[src/rtl/sys_defs.sv]
// Shared memory-interface types and MSHR entry definitions for the icache miss path.
package sys_defs;

  localparam int unsigned ICACHE_MSHR_ENTRIES = 4;

  typedef logic [31:0] ADDR;
  typedef logic [3:0]  MEM_TAG;
  typedef logic [63:0] MEM_BLOCK;

  typedef enum logic [1:0] {
    MEM_NONE  = 2'h0,
    MEM_LOAD  = 2'h1,
    MEM_STORE = 2'h2
  } MEM_COMMAND;

  typedef struct packed {
    logic valid;
    ADDR  addr;
  } I_ADDR;

  typedef struct packed {
    logic     valid;
    MEM_BLOCK data;
  } CACHE_DATA;

  typedef enum logic [1:0] {
    MSHR_EMPTY   = 2'h0,
    MSHR_PENDING = 2'h1,
    MSHR_ISSUED  = 2'h2,
    MSHR_FILL    = 2'h3
  } MSHR_STATE;

  typedef struct packed {
    MSHR_STATE state;
    ADDR       addr;
    MEM_TAG    tag;
    MEM_BLOCK  data;
  } MSHR_ENTRY;

  function automatic ADDR block_align(ADDR a);
    return {a[31:3], 3'b000};
  endfunction

endpackage

[src/rtl/mshr_issue_fifo.sv]
// Circular FIFO of MSHR entry indices; head is the oldest entry still waiting to issue.
module mshr_issue_fifo #(
  parameter int unsigned DEPTH    = 4,
  parameter int unsigned NUM_PUSH = 2,
  parameter int unsigned IDX_W    = 2
) (
  input  logic                           clock,
  input  logic                           reset,
  input  logic [NUM_PUSH-1:0]            push_valid,
  input  logic [NUM_PUSH-1:0][IDX_W-1:0] push_idx,
  input  logic                           pop,
  output logic                           empty,
  output logic [IDX_W-1:0]               head_idx
);

  localparam int unsigned PTR_W = (DEPTH > 1) ? $clog2(DEPTH) : 1;
  localparam int unsigned CNT_W = $clog2(DEPTH + 1);

  logic [DEPTH-1:0][IDX_W-1:0] slot_q, slot_d;
  logic [PTR_W-1:0]            rd_q, rd_d, wr_q, wr_d;
  logic [CNT_W-1:0]            cnt_q, cnt_d;

  function automatic logic [PTR_W-1:0] ptr_inc(logic [PTR_W-1:0] p);
    return (p == PTR_W'(DEPTH - 1)) ? '0 : p + 1'b1;
  endfunction

  assign empty    = (cnt_q == '0);
  assign head_idx = slot_q[rd_q];

  // Pushes land in port order so allocation order is preserved within a cycle.
  always_comb begin
    slot_d = slot_q;
    rd_d   = rd_q;
    wr_d   = wr_q;
    cnt_d  = cnt_q;
    if (pop && !empty) begin
      rd_d  = ptr_inc(rd_q);
      cnt_d = cnt_d - 1'b1;
    end
    for (int k = 0; k < int'(NUM_PUSH); k++) begin
      if (push_valid[k]) begin
        slot_d[wr_d] = push_idx[k];
        wr_d         = ptr_inc(wr_d);
        cnt_d        = cnt_d + 1'b1;
      end
    end
  end

  always_ff @(posedge clock or posedge reset) begin
    if (reset) begin
      slot_q <= '0;
      rd_q   <= '0;
      wr_q   <= '0;
      cnt_q  <= '0;
    end else begin
      slot_q <= slot_d;
      rd_q   <= rd_d;
      wr_q   <= wr_d;
      cnt_q  <= cnt_d;
    end
  end

endmodule

[src/rtl/icache_miss_ctrl.sv]
// Icache miss handler: MSHR allocation/merge, FIFO-ordered memory issue, tagged fill return.
// Define ICACHE_PREFETCH_EN to also allocate a next-block (block+8) prefetch per new miss.
module icache_miss_ctrl
  import sys_defs::*;
#(
  parameter int unsigned MSHR_ENTRIES = ICACHE_MSHR_ENTRIES
) (
  input  logic       clock,
  input  logic       reset,
  input  logic [1:0] miss_valid,
  input  ADDR  [1:0] miss_addr,
  output logic       miss_ready,
  input  MEM_TAG     Imem2proc_transaction_tag,
  input  MEM_BLOCK   Imem2proc_data,
  input  MEM_TAG     Imem2proc_data_tag,
  output logic       mem_req_valid,
  output ADDR        mem_req_addr,
  output MEM_COMMAND mem_req_command,
  output logic       fill_valid,
  output I_ADDR      fill_addr,
  output CACHE_DATA  fill_data
);

  localparam int unsigned IDX_W = (MSHR_ENTRIES > 1) ? $clog2(MSHR_ENTRIES) : 1;
`ifdef ICACHE_PREFETCH_EN
  localparam int unsigned NUM_PUSH = 4;
`else
  localparam int unsigned NUM_PUSH = 2;
`endif

  MSHR_ENTRY [MSHR_ENTRIES-1:0]    mshr_q, mshr_d;
  logic [NUM_PUSH-1:0]             push_valid;
  logic [NUM_PUSH-1:0][IDX_W-1:0]  push_idx;
  logic                            issue_pop, fifo_empty;
  logic [IDX_W-1:0]                head_idx, alloc_slot, fill_idx;
  ADDR  [1:0]                      blk;
  logic [1:0]                      hit, need;
  logic [MSHR_ENTRIES-1:0]         avail, fill_mask;
  logic [IDX_W:0]                  n_empty;
`ifdef ICACHE_PREFETCH_EN
  ADDR                             pf_blk;
  logic                            pf_hit;
`endif

  function automatic logic [IDX_W-1:0] lowest(logic [MSHR_ENTRIES-1:0] m);
    logic [IDX_W-1:0] r;
    r = '0;
    for (int i = int'(MSHR_ENTRIES) - 1; i >= 0; i--) begin
      if (m[i]) r = IDX_W'(i);
    end
    return r;
  endfunction

  mshr_issue_fifo #(
    .DEPTH    (MSHR_ENTRIES),
    .NUM_PUSH (NUM_PUSH),
    .IDX_W    (IDX_W)
  ) u_issue_fifo (
    .clock      (clock),
    .reset      (reset),
    .push_valid (push_valid),
    .push_idx   (push_idx),
    .pop        (issue_pop),
    .empty      (fifo_empty),
    .head_idx   (head_idx)
  );

  always_comb begin
    mshr_d     = mshr_q;
    push_valid = '0;
    push_idx   = '0;
    alloc_slot = '0;
    n_empty    = '0;
    avail      = '0;
    fill_mask  = '0;
    hit        = '0;
    blk[0]     = block_align(miss_addr[0]);
    blk[1]     = block_align(miss_addr[1]);

    // A FILL entry still counts as tracked, so a miss on the block being filled merges.
    for (int i = 0; i < int'(MSHR_ENTRIES); i++) begin
      if (mshr_q[i].state == MSHR_EMPTY) begin
        avail[i] = 1'b1;
        n_empty  = n_empty + 1'b1;
      end else begin
        if (mshr_q[i].addr == blk[0]) hit[0] = 1'b1;
        if (mshr_q[i].addr == blk[1]) hit[1] = 1'b1;
      end
      if (mshr_q[i].state == MSHR_FILL) fill_mask[i] = 1'b1;
    end

    miss_ready = (n_empty >= (IDX_W + 1)'(2));
    need[0]    = miss_ready & miss_valid[0] & ~hit[0];
    need[1]    = miss_ready & miss_valid[1] & ~hit[1] & ~(miss_valid[0] & (blk[1] == blk[0]));

    mem_req_valid   = !fifo_empty;
    mem_req_addr    = mem_req_valid ? mshr_q[head_idx].addr : '0;
    mem_req_command = mem_req_valid ? MEM_LOAD : MEM_NONE;
    issue_pop       = mem_req_valid && (Imem2proc_transaction_tag != '0);
    if (issue_pop) begin
      mshr_d[head_idx].state = MSHR_ISSUED;
      mshr_d[head_idx].tag   = Imem2proc_transaction_tag;
    end

    if (Imem2proc_data_tag != '0) begin
      for (int i = 0; i < int'(MSHR_ENTRIES); i++) begin
        if (mshr_q[i].state == MSHR_ISSUED && mshr_q[i].tag == Imem2proc_data_tag) begin
          mshr_d[i].state = MSHR_FILL;
          mshr_d[i].data  = Imem2proc_data;
        end
      end
    end

    for (int p = 0; p < 2; p++) begin
      if (need[p]) begin
        alloc_slot        = lowest(avail);
        avail[alloc_slot] = 1'b0;
        mshr_d[alloc_slot] = '{state: MSHR_PENDING, addr: blk[p], tag: '0, data: '0};
        push_valid[p]     = 1'b1;
        push_idx[p]       = alloc_slot;
      end
    end

`ifdef ICACHE_PREFETCH_EN
    pf_blk = '0;
    pf_hit = 1'b0;
    for (int p = 0; p < 2; p++) begin
      if (need[p]) begin
        pf_blk = blk[p] + ADDR'(8);
        pf_hit = 1'b0;
        for (int i = 0; i < int'(MSHR_ENTRIES); i++) begin
          if (mshr_d[i].state != MSHR_EMPTY && mshr_d[i].addr == pf_blk) pf_hit = 1'b1;
        end
        if (avail != '0 && !pf_hit) begin
          alloc_slot         = lowest(avail);
          avail[alloc_slot]  = 1'b0;
          mshr_d[alloc_slot] = '{state: MSHR_PENDING, addr: pf_blk, tag: '0, data: '0};
          push_valid[2 + p]  = 1'b1;
          push_idx[2 + p]    = alloc_slot;
        end
      end
    end
`endif

    // Free last: allocation above must see the pre-free occupancy.
    fill_valid = |fill_mask;
    fill_idx   = lowest(fill_mask);
    fill_addr  = '0;
    fill_data  = '0;
    if (fill_valid) begin
      fill_addr              = '{valid: 1'b1, addr: mshr_q[fill_idx].addr};
      fill_data              = '{valid: 1'b1, data: mshr_q[fill_idx].data};
      mshr_d[fill_idx].state = MSHR_EMPTY;
    end
  end

  always_ff @(posedge clock or posedge reset) begin
    if (reset) begin
      mshr_q <= '0;
    end else begin
      mshr_q <= mshr_d;
    end
  end

endmodule

[config.mk]
export PLATFORM = sky130hd
export DESIGN_NAME = icache_miss_ctrl
export DESIGN_NICKNAME = d
export VERILOG_FILES = /design/src/rtl/sys_defs.sv /design/src/rtl/mshr_issue_fifo.sv /design/src/rtl/icache_miss_ctrl.sv
export SDC_FILE = /design/constraint.sdc
export NUM_CORES = 1
export LEC_CHECK = 0
export CAP_MARGIN = 20
export CORE_UTILIZATION = 58
export CTS_CLUSTER_DIAMETER = 120
export CTS_CLUSTER_SIZE = 20
export DETAILED_ROUTE_END_ITERATION = 8
export PLACE_DENSITY_LB_ADDON = 0.12
export RECOVER_POWER = 50
export SLEW_MARGIN = 30
export SYNTH_ARGS = -nofsm -noshare
export SYNTH_HDL_FRONTEND = slang
export SYNTH_HIERARCHICAL = 1
export SYNTH_SLANG_ARGS = --single-unit
[constraint.sdc]
create_clock -name clock -period 18.1 [get_ports clock]
set_clock_uncertainty 0.15 [all_clocks]
set_input_delay 3.62 -clock clock [delete_from_list [all_inputs] [get_ports clock]]
set_output_delay 3.62 -clock clock [all_outputs]
set_load 0.1 [all_outputs]
==> results.py, run 1 <==
metrics = {
    "run_status": {
        "status": "finished with violations",
        "violations": "capacitance limit, slew limit",
    },
    "clock_network": {
        "clockRootBuffer": "clkbuf_16",
        "clockBufferDepth": 3,
        "cts-buffers-inserted": 25,
        "hold_buffers": 0,
        "cts.htree.levels": 1,
        "clock_latency_ps": 610,
        "ctsResizeCount": 0,
        "cts_tree": "yes",
        "postCtsSetupRepairBufs": 0,
        "clkSinkCount": 423,
        "path_clk_slew_ps": 80,
    },
    "timing": {
        "relSlewSlack_pct": -253,
        "hold_violations": 0,
        "setup_viol": 0,
        "setup-tns-final_ps": 0,
        "maxSlewViolCount": 391,
        "worstMarginPinSlew_ps": 5270,
        "fin_hold_ws_ps": 378,
        "fin_crit_sh_pct": 61.2,
        "rsz0062_at_grt": "false",
        "period_needed_ps": 11070,
        "fmax_mhz": 90.3,
    },
    "finish": {
        "layout_commonest_cell": "dfrtp_1",
        "layout.area.seq_sq_um": 10600,
        "nets": 2822,
        "fin_util_pct": 66.6,
        "drive_gt1_share_pct": 7.46,
        "multi_input_comb_area_sq_um": 13800,
        "syn_to_final_growth_pct": 12.6,
        "fillers": 3528,
        "final_cell_mix": "dfrtp_1 (423), mux2i_1 (369), nand2_1 (274)",
    },
    "worst_setup_path": {
        "cp-start-kind": "input port",
        "critPathKind": "input port to asynchronous set/reset pin",
        "r2r_end": "mshr_q[37]",
        "r2r_setup_slack_ps": 10540,
        "worstSetupEndpointType": "asynchronous set/reset pin",
        "cp.required_ps": 18580,
        "crit_fanout": 109,
        "regToRegStartpoint": "mshr_q[101]",
        "cp.arrival_ps": 11550,
        "r2r_cells": 15,
    },
    "route": {
        "drt_iter0_markers": 2221,
        "detail_route.wirelength_microns": 83800,
        "dr_total_vias": 21000,
        "post_drt_via_cell_ratio": 6.45,
        "wl_per_cell_microns": 25.7,
        "drtPass1Iterations": 5,
        "final_antenna_net_count": 0,
        "drc": 0,
    },
    "yosys": {
        "ys_seq_area_share_pct": 41.4,
        "yosysWarningCount": 6,
        "synth_seq_cells": 423,
        "synthArstFlopShare_pct": 100,
        "synth_ff_type": "dfrtp_1",
        "synthDistinctLibCells": 71,
        "synth_cells": 2581,
        "avgSynthCellArea_sq_um": 9.92,
        "syn_nets": 2738,
        "netlist_area_sq_um": 25600,
        "synth_edf_count": 0,
        "synth_area_leaders": "dfrtp_1 (41%), mux2i_1 (14%), xnor2_1 (4.9%)",
        "synth_top_area_share_pct": 41.4,
        "synth_largest_area_cell": "dfrtp_1",
    },
    "die": {
        "die_y_microns": 212,
        "core_area_sq_um": 43300,
        "row_count": 76,
        "initial_utilization_pct": 59.2,
        "io_pins": 275,
        "die_w_microns": 212,
        "die_area_sq_um": 45000,
    },
    "grt": {
        "antenna_found_initial": 14,
        "grt_pass1_wl_microns": 128000,
        "grt_max_degree": 157,
        "gr-usage-all-layers_pct": 37.3,
        "grt_pass1_vias": 20800,
        "gr-total-overflow": 0,
    },
    "placement": {
        "placement.io_buffers": 267,
        "dp_hpwl_microns": 54300,
        "gp_congestion": 1.04,
    },
    "worst_hold_path": {
        "min_to": "mshr_q[12]",
        "hold_start": "mshr_q[12]",
        "hold_depth": 2,
        "hold_path_class": "flip-flop to flip-flop",
    },
    "job": {
        "drv_cap": 6,
    },
}
-- synth_stat cells, types with 3 or more instances --
master and number:
nand2_1 276, inv_1 28, nor3b_1 4, a31oi_1 66, a21oi_1 47, or2_2 4, nand3_1 40, o221ai_1 64
mux2_4 7, nor4_1 45, nor2_1 242, o21ai_0 98, dfrtp_1 423, and2_1 34, nand4_1 45, mux2i_1 369
buf_6 9, nor3_1 77, buf_2 99, mux2_2 53, clkbuf_1 110, buf_4 13, mux4_2 34, buf_1 13
xnor2_1 143, ha_1 17, and3_1 3, a221o_1 30, or4_1 4, xor2_1 137
-- routing by layer --
metal  GRT usage [%]  up-vias  wire [microns]
li1                -     9211               -
met1            50.1    10700           34200
met2            60.8      944           40100
met3            6.51      171            6420
met4            13.1        8            2950
met5               0        -              48
-- kinds of logic (layout without fill, tap and decap cells) --
kind of cell               Yosys count  after routing  share of synthesized area (%)
AOI/OAI and AO/OA                  333            333                           8.97
xor gates and xnor gates           283            283                           9.84
adders and majority gates           18             18                          0.870
buffers and inverters              275            360                           5.03
DFF                                423            423                           41.4
muxes                              463            463                           20.2
other                                1              8                         0.0146
and+or+nand+nor                    785            785                           13.8
-- worst max path at each step --
stage,endpoint,cells after the start,start
2_1_floorplan,mshr_q[0],1,reset
3_3_place_gp,mshr_q[304],11,miss_addr[15]
3_5_place_dp,mshr_q[304],11,miss_addr[15]
4_1_cts,fill_data[13],8,mshr_q[406]
5_1_grt,mshr_q[359],4,reset
6_report,mshr_q[359],4,reset
-- per-stage QoR --
stage,std cells,worst slack [ps],instance area (sq um)
after detailed placement,3222,9600,28200
after floorplan,2581,2980,25600
after global placement,3221,9500,28200
after CTS,3250,9740,28900
final,3258,7030,28800
after global routing,3255,5660,28800
-- registers in the layout, summed over array words and instances, names as in the netlist --
name	flops
mshr_q	408
u_issue_fifo/cnt_q	3
u_issue_fifo/rd_q	2
u_issue_fifo/slot_q	8
u_issue_fifo/wr_q	2
-- area by class of cell --
cell class / count / area share, %
sequential: 423 / 36.7
antenna: 7 / 0.0608
inverter: 30 / 0.412
timing repair buffer: 302 / 10.1
multi-input combinational: 1883 / 47.9
tap: 585 / 2.54
clock inverter: 3 / 0.139
clock buffer: 25 / 2.17
-- worst max-delay path, cell delays in order --
cell           delay, ps
dlygate4sd3_1        560
clkinvlp_2          2910
clkbuf_1            3290
buf_4               1040
Power of run 1 is left out: the tool's default activity adds up to more than one toggle a clock period on the data nets, which glitch-free logic cannot reach.
==> run 2: changes to the inputs <==
Settings changed: CORE_UTILIZATION 58 to 52.
Clock period 18.1 ns to 8.95 ns, I/O delays scaled along.
==> run 2 against run 1 <==
Compared with the run above: the flow still finishes with violations (capacitance limit, slew limit); routed wire length up 1.9%; setup slack worse by 5800 ps; final area rose by 0.31%; worst hold slack is essentially flat; via count shrank 1.0%; critical path type is now input port to flip-flop; largest cell class unchanged.
==> results.py, run 2 (synthesis results as in run 1) <==
metrics = {
    "run_status": {
        "status": "finished with violations",
        "violations": "capacitance limit, slew limit",
    },
    "finish": {
        "nets": 2825,
        "syn_to_final_growth_pct": 13.0,
        "reg_top3": "mshr_q: 408 flops, u_issue_fifo/slot_q: 8 flops, u_issue_fifo/cnt_q: 3 flops",
        "drive_gt1_share_pct": 7.46,
        "largest_register_ffs": 408,
        "largest-register": "mshr_q",
        "final_cell_mix": "dfrtp_1 (423), mux2i_1 (369), nand2_1 (274)",
        "layout_commonest_cell": "dfrtp_1",
        "fillers": 4135,
    },
    "clock_network": {
        "cts.htree.levels": 1,
        "clockRootBuffer": "clkbuf_16",
        "cts_tree": "yes",
        "clockBufferDepth": 3,
        "postCtsSetupRepairBufs": 0,
        "ctsResizeCount": 0,
        "hold_buffers": 0,
        "clkSinkCount": 423,
        "clock_latency_ps": 620,
        "cts-buffers-inserted": 25,
        "path_clk_slew_ps": 80,
    },
    "grt": {
        "antenna_found_initial": 9,
        "grt_pass1_wl_microns": 130000,
        "grt_max_degree": 154,
        "gr-total-overflow": 0,
        "gr-usage-all-layers_pct": 33.8,
        "grt_pass1_vias": 20700,
    },
    "route": {
        "drt_iter0_markers": 1772,
        "detail_route.wirelength_microns": 85400,
        "final_antenna_net_count": 0,
        "drc": 0,
        "drtPass1Iterations": 7,
        "dr_total_vias": 20800,
        "post_drt_via_cell_ratio": 6.24,
        "wl_per_cell_microns": 25.6,
    },
    "timing": {
        "period_needed_ps": 7770,
        "relSlewSlack_pct": -197,
        "fmax_mhz": 129,
        "maxSlewViolCount": 225,
        "fin_crit_sh_pct": 86.8,
        "setup_viol": 0,
        "setup-tns-final_ps": 0,
        "hold_violations": 0,
        "rsz0062_at_grt": "false",
        "worstMarginPinSlew_ps": 4460,
    },
    "worst_setup_path": {
        "cp-start-kind": "input port",
        "critPathMaxStageDelay_ps": 1980,
        "worstPathCellList": "dlygate4sd3_1 -> xor2_1 -> nor4_1 -> nand3_1 -> o32a_1 -> nand2_1 -> clkinvlp_2 -> nand2_2 -> clkbuf_1 -> mux2i_1 -> o21ai_0",
        "crit_fanout": 29,
        "crit_slowest_cell": "clkbuf_1",
        "critical_path.top_delay_family": "buffers and inverters",
        "critPathKind": "input port to flip-flop",
        "r2r_setup_slack_ps": 2170,
        "cp.arrival_ps": 8050,
        "cp.required_ps": 9230,
        "worstSetupEndpointType": "flip-flop",
        "path_buf_inv": 3,
    },
    "die": {
        "die_area_sq_um": 50100,
        "initial_utilization_pct": 53.2,
        "row_count": 80,
        "io_pins": 275,
        "die_y_microns": 224,
        "core_area_sq_um": 48100,
        "die_w_microns": 224,
    },
    "worst_hold_path": {
        "hold_path_class": "flip-flop to flip-flop",
    },
    "placement": {
        "placement.io_buffers": 267,
        "dp_hpwl_microns": 56600,
        "gp_congestion": 1.04,
    },
    "job": {
        "drv_cap": 5,
    },
}
==> run 2: worst reg2reg max path: cells and delay by family (launching register included) <==
kind | cells | cell delay [ps]
buffers and inverters | 3 | 3040
xor gates and xnor gates | 2 | 320
muxes | 1 | 370
adders and majority gates | 2 | 630
AOI/OAI and AO/OA | 3 | 610
DFF | 1 | 420
and+or+nand+nor | 4 | 1070
==> run 2: layout make-up <==
cell class / instances / area, sq um / area share (%)
sequential: 423 / 10600 / 36.6
tap: 656 / 821 / 2.84
inverter: 30 / 115 / 0.398
clock inverter: 2 / 40.0 / 0.138
antenna: 6 / 15.0 / 0.0519
multi-input combinational: 1883 / 13800 / 47.7
timing repair buffer: 305 / 2920 / 10.1
clock buffer: 25 / 626 / 2.16
==> run 2: metrics by stage <==
stage                     hold WS (ps)  util (%)  setup slack, ps  cell area [sq um]  cells
after global routing               397      60.1             1060              28900   3328
final                              377      60.1             1180              28900   3330
after detailed placement           363      58.8             2210              28300   3297
after floorplan                    336         -             1510              25600   2581
after CTS                          382      60.2             1960              29000   3324
after global placement             353      58.8             1960              28300   3297
==> run 2: final timing paths <==
kind	startpoint	endpoint	cells past startpoint
worst max-delay path	miss_addr[6]	mshr_q[201]	11
worst max register to register	mshr_q[101]	mshr_q[201]	15
worst min register to register	mshr_q[145]	mshr_q[145]	2
worst min-delay path	mshr_q[145]	mshr_q[145]	2
max in group asynchronous	reset	mshr_q[314]	3
min in group asynchronous	reset	u_issue_fifo/cnt_q[1]	2
==> run 2: layer usage <==
metal / global-route usage (%) / vias up / part of all wire [%]
met2: 56.8 / 846 / 49
met3: 4.70 / 170 / 6.5
li1: - / 9200 / -
met5: 0 / - / 0.056
met1: 44.7 / 10600 / 40
met4: 12.4 / 8 / 3.7
Power of run 2 is left out for the same reason.
